**src/rtl/obstacle_line_scheduler_if.sv**
```systemverilog
// Bus bundle between the obstacle line scheduler and its neighbours. The bundle carries the
// line-start request, the obstacle table read port, the pixel stream and the status pulses.
interface obstacle_line_scheduler_if #(
  parameter int unsigned ScreenWidth   = 10,
  parameter int unsigned BlockLenWidth = 4,
  parameter int unsigned ObsIdxWidth   = 4
);
  logic                                   line_start;
  logic [ScreenWidth-1:0]                 next_y;
  logic                                   tbl_rd_en;
  logic [ObsIdxWidth-1:0]                 tbl_addr;
  logic [2*ScreenWidth+BlockLenWidth-1:0] tbl_rd_data;
  logic                                   video_on;
  logic [ScreenWidth-1:0]                 pixel_x;
  logic [ScreenWidth-1:0]                 pixel_y;
  logic                                   obstacle_on;
  logic [ScreenWidth-1:0]                 obstacle_x_rom;
  logic [ScreenWidth-1:0]                 obstacle_y_rom;
  logic                                   scan_busy;
  logic                                   slot_overflow;
  logic                                   scan_late;

  // Upstream side: video timing, table memory and the consumer of the pixel results.
  modport master (
    output line_start, next_y, tbl_rd_data, video_on, pixel_x, pixel_y,
    input  tbl_rd_en, tbl_addr, obstacle_on, obstacle_x_rom, obstacle_y_rom,
    input  scan_busy, slot_overflow, scan_late
  );

  // Scheduler side.
  modport slave (
    input  line_start, next_y, tbl_rd_data, video_on, pixel_x, pixel_y,
    output tbl_rd_en, tbl_addr, obstacle_on, obstacle_x_rom, obstacle_y_rom,
    output scan_busy, slot_overflow, scan_late
  );
endinterface

```
**src/rtl/obstacle_line_scheduler.sv**
```systemverilog
// Per-scanline obstacle scheduler. On line_start the whole obstacle table is scanned and up to
// SlotNum entries that intersect the next line go into a shadow slot bank, which becomes the
// active bank at commit. The pixel path reads only the active bank.
module obstacle_line_scheduler #(
  parameter int unsigned ScreenWidth   = 10,
  parameter int unsigned ObstacleWidth = 10,
  parameter int unsigned BlockLenWidth = 4,
  parameter int unsigned ObsNum        = 16,
  parameter int unsigned ObsIdxWidth   = 4,
  parameter int unsigned SlotNum       = 4
) (
  input logic                     sys_clk,
  input logic                     sys_rst,
  obstacle_line_scheduler_if.slave bus_io
);
  localparam int unsigned WideW    = ScreenWidth + 1;
  localparam int unsigned CntW     = $clog2(SlotNum + 1);
  localparam int unsigned SlotIdxW = (SlotNum > 1) ? $clog2(SlotNum) : 1;

  typedef enum logic [1:0] {StIdle, StScan, StDrain, StCommit} state_e;

  state_e                 state_q, state_d;
  logic [ObsIdxWidth-1:0] idx_q, idx_d;
  logic [ScreenWidth-1:0] ny_q, ny_d;
  logic                   ptr_q, ptr_d;
  logic                   eval_q, eval_d;
  logic                   ovf_q, ovf_d;
  logic [CntW-1:0]        cnt_q, cnt_d;
  logic                   clr_shadow, slot_we, rd_en, ovf_pulse;
  logic [ObsIdxWidth-1:0] rd_addr;

  // Two slot banks, indexed by bank then slot.
  logic                   bank_valid_q [2][SlotNum];
  logic [ScreenWidth-1:0] bank_x_q     [2][SlotNum];
  logic [ScreenWidth-1:0] bank_row_q   [2][SlotNum];
  logic [WideW-1:0]       bank_w_q     [2][SlotNum];

  // Returned table entry and its hit test against the latched line.
  logic [ScreenWidth-1:0]   ent_x, ent_y;
  logic [BlockLenWidth-1:0] ent_len;
  logic [WideW-1:0]         ent_y_end, ent_width;
  logic                     hit;

  assign {ent_x, ent_y, ent_len} = bus_io.tbl_rd_data;
  assign ent_y_end = {1'b0, ent_y} + WideW'(2 * ObstacleWidth);
  assign ent_width = WideW'(ent_len) * WideW'(ObstacleWidth);
  assign hit = eval_q && (ent_len != '0) && (ent_y <= ny_q) && ({1'b0, ny_q} < ent_y_end);

  // Scan FSM and bookkeeping state register.
  always_ff @(posedge sys_clk) begin
    if (sys_rst) begin
      state_q <= StIdle;
      idx_q   <= '0;
      ny_q    <= '0;
      ptr_q   <= 1'b0;
      eval_q  <= 1'b0;
      ovf_q   <= 1'b0;
      cnt_q   <= '0;
    end else begin
      state_q <= state_d;
      idx_q   <= idx_d;
      ny_q    <= ny_d;
      ptr_q   <= ptr_d;
      eval_q  <= eval_d;
      ovf_q   <= ovf_d;
      cnt_q   <= cnt_d;
    end
  end

  // Next-state logic: table reads, slot fill, commit, and restart on line_start.
  always_comb begin
    state_d    = state_q;
    idx_d      = idx_q;
    ny_d       = ny_q;
    ptr_d      = ptr_q;
    eval_d     = 1'b0;
    ovf_d      = ovf_q;
    cnt_d      = cnt_q;
    clr_shadow = 1'b0;
    slot_we    = 1'b0;
    rd_en      = 1'b0;
    rd_addr    = '0;
    ovf_pulse  = 1'b0;
    case (state_q)
      StIdle: ;
      StScan: begin
        rd_en   = 1'b1;
        rd_addr = idx_q;
        eval_d  = 1'b1;
        idx_d   = idx_q + 1'b1;
        if (idx_q == ObsIdxWidth'(ObsNum - 1)) state_d = StDrain;
      end
      StDrain: state_d = StCommit;
      StCommit: begin
        ptr_d     = ~ptr_q;
        ovf_pulse = ovf_q;
        state_d   = StIdle;
      end
      default: state_d = StIdle;
    endcase
    if (hit) begin
      if (cnt_q < CntW'(SlotNum)) begin
        slot_we = 1'b1;
        cnt_d   = cnt_q + 1'b1;
      end else begin
        ovf_d = 1'b1;
      end
    end
    // A new line always restarts the scan; a commit in progress still toggles the pointer.
    if (bus_io.line_start) begin
      ny_d       = bus_io.next_y;
      clr_shadow = 1'b1;
      slot_we    = 1'b0;
      cnt_d      = '0;
      ovf_d      = 1'b0;
      idx_d      = '0;
      eval_d     = 1'b0;
      state_d    = StScan;
    end
  end

  // Slot banks: clear the next shadow bank on scan start, fill it in table order.
  always_ff @(posedge sys_clk) begin
    if (sys_rst) begin
      for (int b = 0; b < 2; b++) begin
        for (int s = 0; s < SlotNum; s++) bank_valid_q[b][s] <= 1'b0;
      end
    end else begin
      if (clr_shadow) begin
        for (int s = 0; s < SlotNum; s++) bank_valid_q[~ptr_d][s] <= 1'b0;
      end
      if (slot_we) begin
        bank_valid_q[~ptr_q][cnt_q[SlotIdxW-1:0]] <= 1'b1;
        bank_x_q[~ptr_q][cnt_q[SlotIdxW-1:0]]     <= ent_x;
        bank_row_q[~ptr_q][cnt_q[SlotIdxW-1:0]]   <= ny_q - ent_y;
        bank_w_q[~ptr_q][cnt_q[SlotIdxW-1:0]]     <= ent_width;
      end
    end
  end

  // Pixel path: lowest-numbered covering slot of the active bank wins.
  logic                   cover_any, on_d, on_q;
  logic [ScreenWidth-1:0] sel_x, sel_row, xrom_d, xrom_q, yrom_d, yrom_q;

  always_comb begin
    cover_any = 1'b0;
    sel_x     = '0;
    sel_row   = '0;
    for (int s = SlotNum - 1; s >= 0; s--) begin
      if (bank_valid_q[ptr_q][s] && (bus_io.pixel_x >= bank_x_q[ptr_q][s]) &&
          ({1'b0, bus_io.pixel_x} < ({1'b0, bank_x_q[ptr_q][s]} + bank_w_q[ptr_q][s]))) begin
        cover_any = 1'b1;
        sel_x     = bank_x_q[ptr_q][s];
        sel_row   = bank_row_q[ptr_q][s];
      end
    end
    on_d   = bus_io.video_on & cover_any;
    xrom_d = on_d ? (bus_io.pixel_x - sel_x) : '0;
    yrom_d = on_d ? sel_row : '0;
  end

  // Registered pixel outputs.
  always_ff @(posedge sys_clk) begin
    if (sys_rst) begin
      on_q   <= 1'b0;
      xrom_q <= '0;
      yrom_q <= '0;
    end else begin
      on_q   <= on_d;
      xrom_q <= xrom_d;
      yrom_q <= yrom_d;
    end
  end

  assign bus_io.tbl_rd_en      = rd_en;
  assign bus_io.tbl_addr       = rd_addr;
  assign bus_io.obstacle_on    = on_q;
  assign bus_io.obstacle_x_rom = xrom_q;
  assign bus_io.obstacle_y_rom = yrom_q;
  assign bus_io.scan_busy      = (state_q != StIdle);
  assign bus_io.slot_overflow  = ovf_pulse;
  assign bus_io.scan_late      = bus_io.line_start & (state_q != StIdle);
endmodule

```
**src/flat_wrapper.sv**
```systemverilog
// flat-port wrapper written by rule: the top's interface ports become plain ports
module obstacle_line_scheduler_flat 
#(
  parameter int unsigned ScreenWidth   = 10,
  parameter int unsigned ObstacleWidth = 10,
  parameter int unsigned BlockLenWidth = 4,
  parameter int unsigned ObsNum        = 16,
  parameter int unsigned ObsIdxWidth   = 4,
  parameter int unsigned SlotNum       = 4
)
  (sys_clk, sys_rst, bus_io_line_start, bus_io_next_y, bus_io_tbl_rd_data, bus_io_video_on, bus_io_pixel_x, bus_io_pixel_y, bus_io_tbl_rd_en, bus_io_tbl_addr, bus_io_obstacle_on, bus_io_obstacle_x_rom, bus_io_obstacle_y_rom, bus_io_scan_busy, bus_io_slot_overflow, bus_io_scan_late);
  obstacle_line_scheduler_if #(.ScreenWidth(ScreenWidth), .BlockLenWidth(BlockLenWidth), .ObsIdxWidth(ObsIdxWidth)) bus_io_i ();
  input logic sys_clk;
  input logic sys_rst;
  input wire logic [$bits(bus_io_i.line_start)-1:0] bus_io_line_start;
  input wire logic [$bits(bus_io_i.next_y)-1:0] bus_io_next_y;
  input wire logic [$bits(bus_io_i.tbl_rd_data)-1:0] bus_io_tbl_rd_data;
  input wire logic [$bits(bus_io_i.video_on)-1:0] bus_io_video_on;
  input wire logic [$bits(bus_io_i.pixel_x)-1:0] bus_io_pixel_x;
  input wire logic [$bits(bus_io_i.pixel_y)-1:0] bus_io_pixel_y;
  output wire logic [$bits(bus_io_i.tbl_rd_en)-1:0] bus_io_tbl_rd_en;
  output wire logic [$bits(bus_io_i.tbl_addr)-1:0] bus_io_tbl_addr;
  output wire logic [$bits(bus_io_i.obstacle_on)-1:0] bus_io_obstacle_on;
  output wire logic [$bits(bus_io_i.obstacle_x_rom)-1:0] bus_io_obstacle_x_rom;
  output wire logic [$bits(bus_io_i.obstacle_y_rom)-1:0] bus_io_obstacle_y_rom;
  output wire logic [$bits(bus_io_i.scan_busy)-1:0] bus_io_scan_busy;
  output wire logic [$bits(bus_io_i.slot_overflow)-1:0] bus_io_slot_overflow;
  output wire logic [$bits(bus_io_i.scan_late)-1:0] bus_io_scan_late;
  assign bus_io_i.line_start = bus_io_line_start;
  assign bus_io_i.next_y = bus_io_next_y;
  assign bus_io_i.tbl_rd_data = bus_io_tbl_rd_data;
  assign bus_io_i.video_on = bus_io_video_on;
  assign bus_io_i.pixel_x = bus_io_pixel_x;
  assign bus_io_i.pixel_y = bus_io_pixel_y;
  assign bus_io_tbl_rd_en = bus_io_i.tbl_rd_en;
  assign bus_io_tbl_addr = bus_io_i.tbl_addr;
  assign bus_io_obstacle_on = bus_io_i.obstacle_on;
  assign bus_io_obstacle_x_rom = bus_io_i.obstacle_x_rom;
  assign bus_io_obstacle_y_rom = bus_io_i.obstacle_y_rom;
  assign bus_io_scan_busy = bus_io_i.scan_busy;
  assign bus_io_slot_overflow = bus_io_i.slot_overflow;
  assign bus_io_scan_late = bus_io_i.scan_late;
  obstacle_line_scheduler #(.ScreenWidth(ScreenWidth), .ObstacleWidth(ObstacleWidth), .BlockLenWidth(BlockLenWidth), .ObsNum(ObsNum), .ObsIdxWidth(ObsIdxWidth), .SlotNum(SlotNum)) u_core (.sys_clk(sys_clk), .sys_rst(sys_rst), .bus_io(bus_io_i));
endmodule
```
**config.mk**
```make
export PLATFORM = sky130hd
export DESIGN_NAME = obstacle_line_scheduler_flat
export DESIGN_NICKNAME = d
export VERILOG_FILES = /design/src/rtl/obstacle_line_scheduler_if.sv /design/src/rtl/obstacle_line_scheduler.sv /design/src/flat_wrapper.sv
export SDC_FILE = /design/constraint.sdc
export NUM_CORES = 1
export LEC_CHECK = 0
export CORE_ASPECT_RATIO = 1.25
export CORE_MARGIN = 2
export CORE_UTILIZATION = 35
export CTS_BUF_LIST = sky130_fd_sc_hd__clkbuf_8
export CTS_CLUSTER_DIAMETER = 60
export DETAILED_ROUTE_END_ITERATION = 10
export HOLD_SLACK_MARGIN = 0.02
export SLEW_MARGIN = 15
export SYNTH_ARGS = -nofsm -noshare
export SYNTH_HDL_FRONTEND = slang
export SYNTH_SLANG_ARGS = --single-unit
```
**constraint.sdc**
```tcl
create_clock -name sys_clk -period 7.95 [get_ports sys_clk]
set_input_delay 2.385 -clock sys_clk [delete_from_list [all_inputs] [get_ports sys_clk]]
set_output_delay 2.385 -clock sys_clk [all_outputs]
set_load 0.005 [all_outputs]
```
==> results.tsv <==
stage	metric	value	unit
sta	setup_tns	0	ns
hold_path	hold wc startpoint	u_core.ovf_q	
sta	period utilization	84.7	%
detailed_routing	DRT Pass-1 Iters	5	
yosys	cell taking the most area after synthesis	edfxtp_1	
cells_and_area	fin area	0.0168	mm²
detailed_routing	drt initial violations	534	
sta	achievable clock frequency	0.148	GHz
placed_design	DP Area	0.0159	mm²
detailed_routing	DR vias	9520	
floorplanning	Starting Density	35.2	%
power_and_ir_drop	PwrDens	181	mW/mm²
worst_setup_path	Largest stage delay, worst path	0.79	ns
worst_setup_path	Most Frequent Cell on Critical Path	o21ai_0	
placed_design	HPWL Detailed	24400	µm
sta	RSZ-0062 raised after global routing	no	
yosys	yosys warns	0	
global_route	vias in the first global route	9555	
sta	Worst Clk Skew	0.0427	ns
sta	Final Setup Violations	0	
yosys	adder-cell share of the synthesized area	13.3	%
floorplanning	core area	0.0408	mm²
sta	slew of the pin with the lowest slew margin	0.959	ns
global_route	grt ovf	0	
detailed_routing	routed vias/inst	5.08	
yosys	synth unique cells	65	
placed_design	Port Buf Inserts	76	
cells_and_area	fraction of layout cells with a size suffix above 1	11.7	%
cells_and_area	Layout Nets	1494	
status	status	finished clean	
yosys	multiplexer share of the synthesized area	8.74	%
sta	fin. max-slew vios	0	
detailed_routing	Residual DRC	0	
cts	clk_lat worst skew	0.59	ns
sta	Relative slew margins	34.2	%
sta	Final Hold Fails	0	
cells_and_area	post-route core utilization	41.3	%
power_and_ir_drop	Worst VDD drop	0.000120	V
worst_setup_path	R2R Setup Slk	1.21	ns
global_route	largest net degree at the start of global routing	45	
yosys	syn_area_per_cell	12.3	µm²
yosys	Compound-Gate Fraction of Synth Area	10.8	%
floorplanning	row count	83	
yosys	largest cells by area after synthesis	edfxtp_1 47%, ha_1 12%, dfxtp_1 6.0%	
cts	CTS Buffer Depth	3	
worst_setup_path	Critical Path AT	7.20	ns
cts	H-tree lvl count	2	
detailed_routing	antenna viol nets, final	0	
yosys	largest family of logic cells by synthesized area	adder cells	
hold_path	Hold EP	u_core.ovf_q	
global_route	first-pass GRT wire length	53200	µm
floorplanning	die extent in y	231	µm
global_route	antenna violations before repair	2	
cts	Resized Gates After CTS	0	
cts	hold buffer count at CTS	0	
yosys	Most used DFF post-synth	edfxtp_1	
job	max-cap viol count	0	
yosys	EDFF count, synth	224	
cells_and_area	commonest non-fill, non-tap cell in the layout	edfxtp_1	
power_and_ir_drop	Leak	6.20	nW
yosys	XOR/XNOR share of the synthesized area	2.80	%
cells_and_area	area grow syn2layout	17.2	%
global_route	total track usage	16.5	%
cts	CTS Sinks	267	
cts	Num CTS Buffers	45	
yosys	Syn Std Cell Area	0.0144	mm²
floorplanning	Die Wd	185	µm
worst_setup_path	Reg2Reg Depth	27	
cells_and_area	Post-Layout Cell Count	1874	
worst_setup_path	reg2reg start	u_core.ptr_q	
yosys	Post-Synth Simple-Gate Area	7.78	%
worst_setup_path	WS Path Type	reg -> reg	
hold_path	Hold Path Depth	2	
yosys	sequential element share of the synthesized area	52.8	%
detailed_routing	WL per Instance	18.5	µm
cts	CTS root buf	clkbuf_8	
hold_path	Worst Hold Class	reg -> reg	
worst_setup_path	startpoint types	flip-flop	
placed_design	gp weighted congestion	0.883	
floorplanning	num ports	87	
yosys	share of Yosys cell area claimed by the top area cell type	46.8	%
yosys	Cells after Synth	1171	
placed_design	Placed Cells	1793	
worst_setup_path	reg2reg end	u_core.bus_io.obstacle_x_rom[9]	
worst_setup_path	Worst setup EP type	flip-flop	
sta	Final Critical Period	6.74	ns
detailed_routing	Post-Route WL	34600	µm
yosys	async set or reset register ratio after synthesis	0	%
yosys	#FFs+latches synth	267	
worst_setup_path	Max FO, Critical Path	44	
worst_setup_path	Required @ worst endpoint	8.42	ns
floorplanning	Die ar.	0.0427	mm²
worst_setup_path	Worst path slowest cell	dfxtp_4	
cts	TritonCTS clock tree	yes	
yosys	Mapped Nets	1377	
cts	clock-pin slew on the worst setup and hold paths	0.06	ns
cts	postcts setup bufs	0	
sta	Hold WS	0.489	ns
cells_and_area	most frequent cells in the layout	224 x edfxtp_1, 141 x ha_1, 103 x inv_1	
cell families (layout without fill, tap and decap cells):
| family | count (synthesis) | after routing |
|---|---|---|
| other | 0 | 1 |
| flip-flops | 267 | 267 |
| multiplexers | 120 | 120 |
| XOR/XNOR | 46 | 46 |
| AO/OA/AOI/OAI | 232 | 232 |
| adder cells (fa/ha/maj) | 148 | 148 |
| buffers and inverters | 131 | 281 |
| AND/OR/NAND/NOR | 227 | 227 |
metrics by stage:
stage          setup slack, ns  power (mW)
2_1_floorplan            0.412        1.73
3_3_place_gp             0.795        1.82
3_5_place_dp             0.717        1.83
4_1_cts                   1.19        3.09
5_1_grt                  0.741        3.17
6_report                  1.21        3.05
flip-flops by register name, summed over array words and instances (netlist names):
name and cells:
u_core.bank_w_q 56, u_core.eval_q 1, u_core.ny_q 10, u_core.state_q 2, u_core.bus_io.obstacle_x_rom 10, u_core.cnt_q 3
u_core.bus_io.obstacle_y_rom 10, u_core.bank_x_q 80, u_core.bank_valid_q 8, u_core.bank_row_q 80, u_core.idx_q 4, u_core.bus_io.obstacle_on 1
u_core.ovf_q 1, u_core.ptr_q 1
cell type report:
class / count / area (µm²)
Fill cell: 3824 / 24000
Sequential cell: 267 / 7590
Multi-Input combinational cell: 773 / 6280
Timing Repair Buffer: 106 / 986
Tap cell: 552 / 691
Clock buffer: 50 / 688
Inverter: 95 / 357
Clock inverter: 30 / 243
Antenna cell: 1 / 2.50
worst max-delay path by stage:
| stage | endpoint | slack, ns | startpoint | cells past startpoint |
|---|---|---|---|---|
| 2_1_floorplan | u_core.bank_row_q[0][20] | 0.41 | bus_io_tbl_rd_data[9] | 12 |
| 3_3_place_gp | u_core.bus_io.obstacle_x_rom[8] | 0.80 | bus_io_pixel_x[2] | 20 |
| 3_5_place_dp | u_core.bus_io.obstacle_x_rom[8] | 0.72 | bus_io_pixel_x[2] | 20 |
| 4_1_cts | u_core.bus_io.obstacle_x_rom[8] | 1.19 | u_core.ptr_q | 30 |
| 5_1_grt | u_core.bus_io.obstacle_x_rom[9] | 0.74 | u_core.ptr_q | 29 |
| 6_report | u_core.bus_io.obstacle_x_rom[9] | 1.21 | u_core.ptr_q | 27 |
worst max-delay path: cells and delay by family, from the launching register on:
| kind | cells | cell delay [ns] |
|---|---|---|
| compound gates | 12 | 2.39 |
| buf+inv | 3 | 0.61 |
| fa+ha+maj | 3 | 0.96 |
| flops | 1 | 0.79 |
| mux | 2 | 0.79 |
| xor+xnor | 1 | 0.14 |
| simple gates | 6 | 0.90 |
cells in the mapped netlist (10+ instances only):
cell type,instances
o221ai_1,12
xnor2_1,27
xor2_1,19
a21o_1,13
nor3_1,10
o21a_1,11
a21oi_1,56
o22ai_1,13
dfxtp_1,43
and2_1,11
nand2b_1,19
inv_1,95
o21ai_0,48
ha_1,141
nor2_1,81
edfxtp_1,224
mux2_2,39
clkbuf_1,17
a31oi_1,15
a211oi_1,14
nand3_1,15
mux2i_1,80
nor4_1,17
nor2b_1,18
nand2_1,33
where the power goes:
group / internal, mW / switching [mW] / leakage (nW) / total [mW]
combinational: 0.102 / 0.147 / 3.32 / 0.249
clock: 0.685 / 0.566 / 0.506 / 1.25
sequential: 1.55 / 0.00470 / 2.38 / 1.55
layer usage:
layer / global-route usage [%] / vias to the layer above / share of wire [%]
met5: 0 / - / 0.046
met4: 5.75 / 2 / 2.7
met3: 2.82 / 63 / 4.4
met2: 29.2 / 203 / 51
met1: 20.1 / 4648 / 42
li1: - / 4604 / -
No activity file was read; power rests on OpenSTA's default activity.
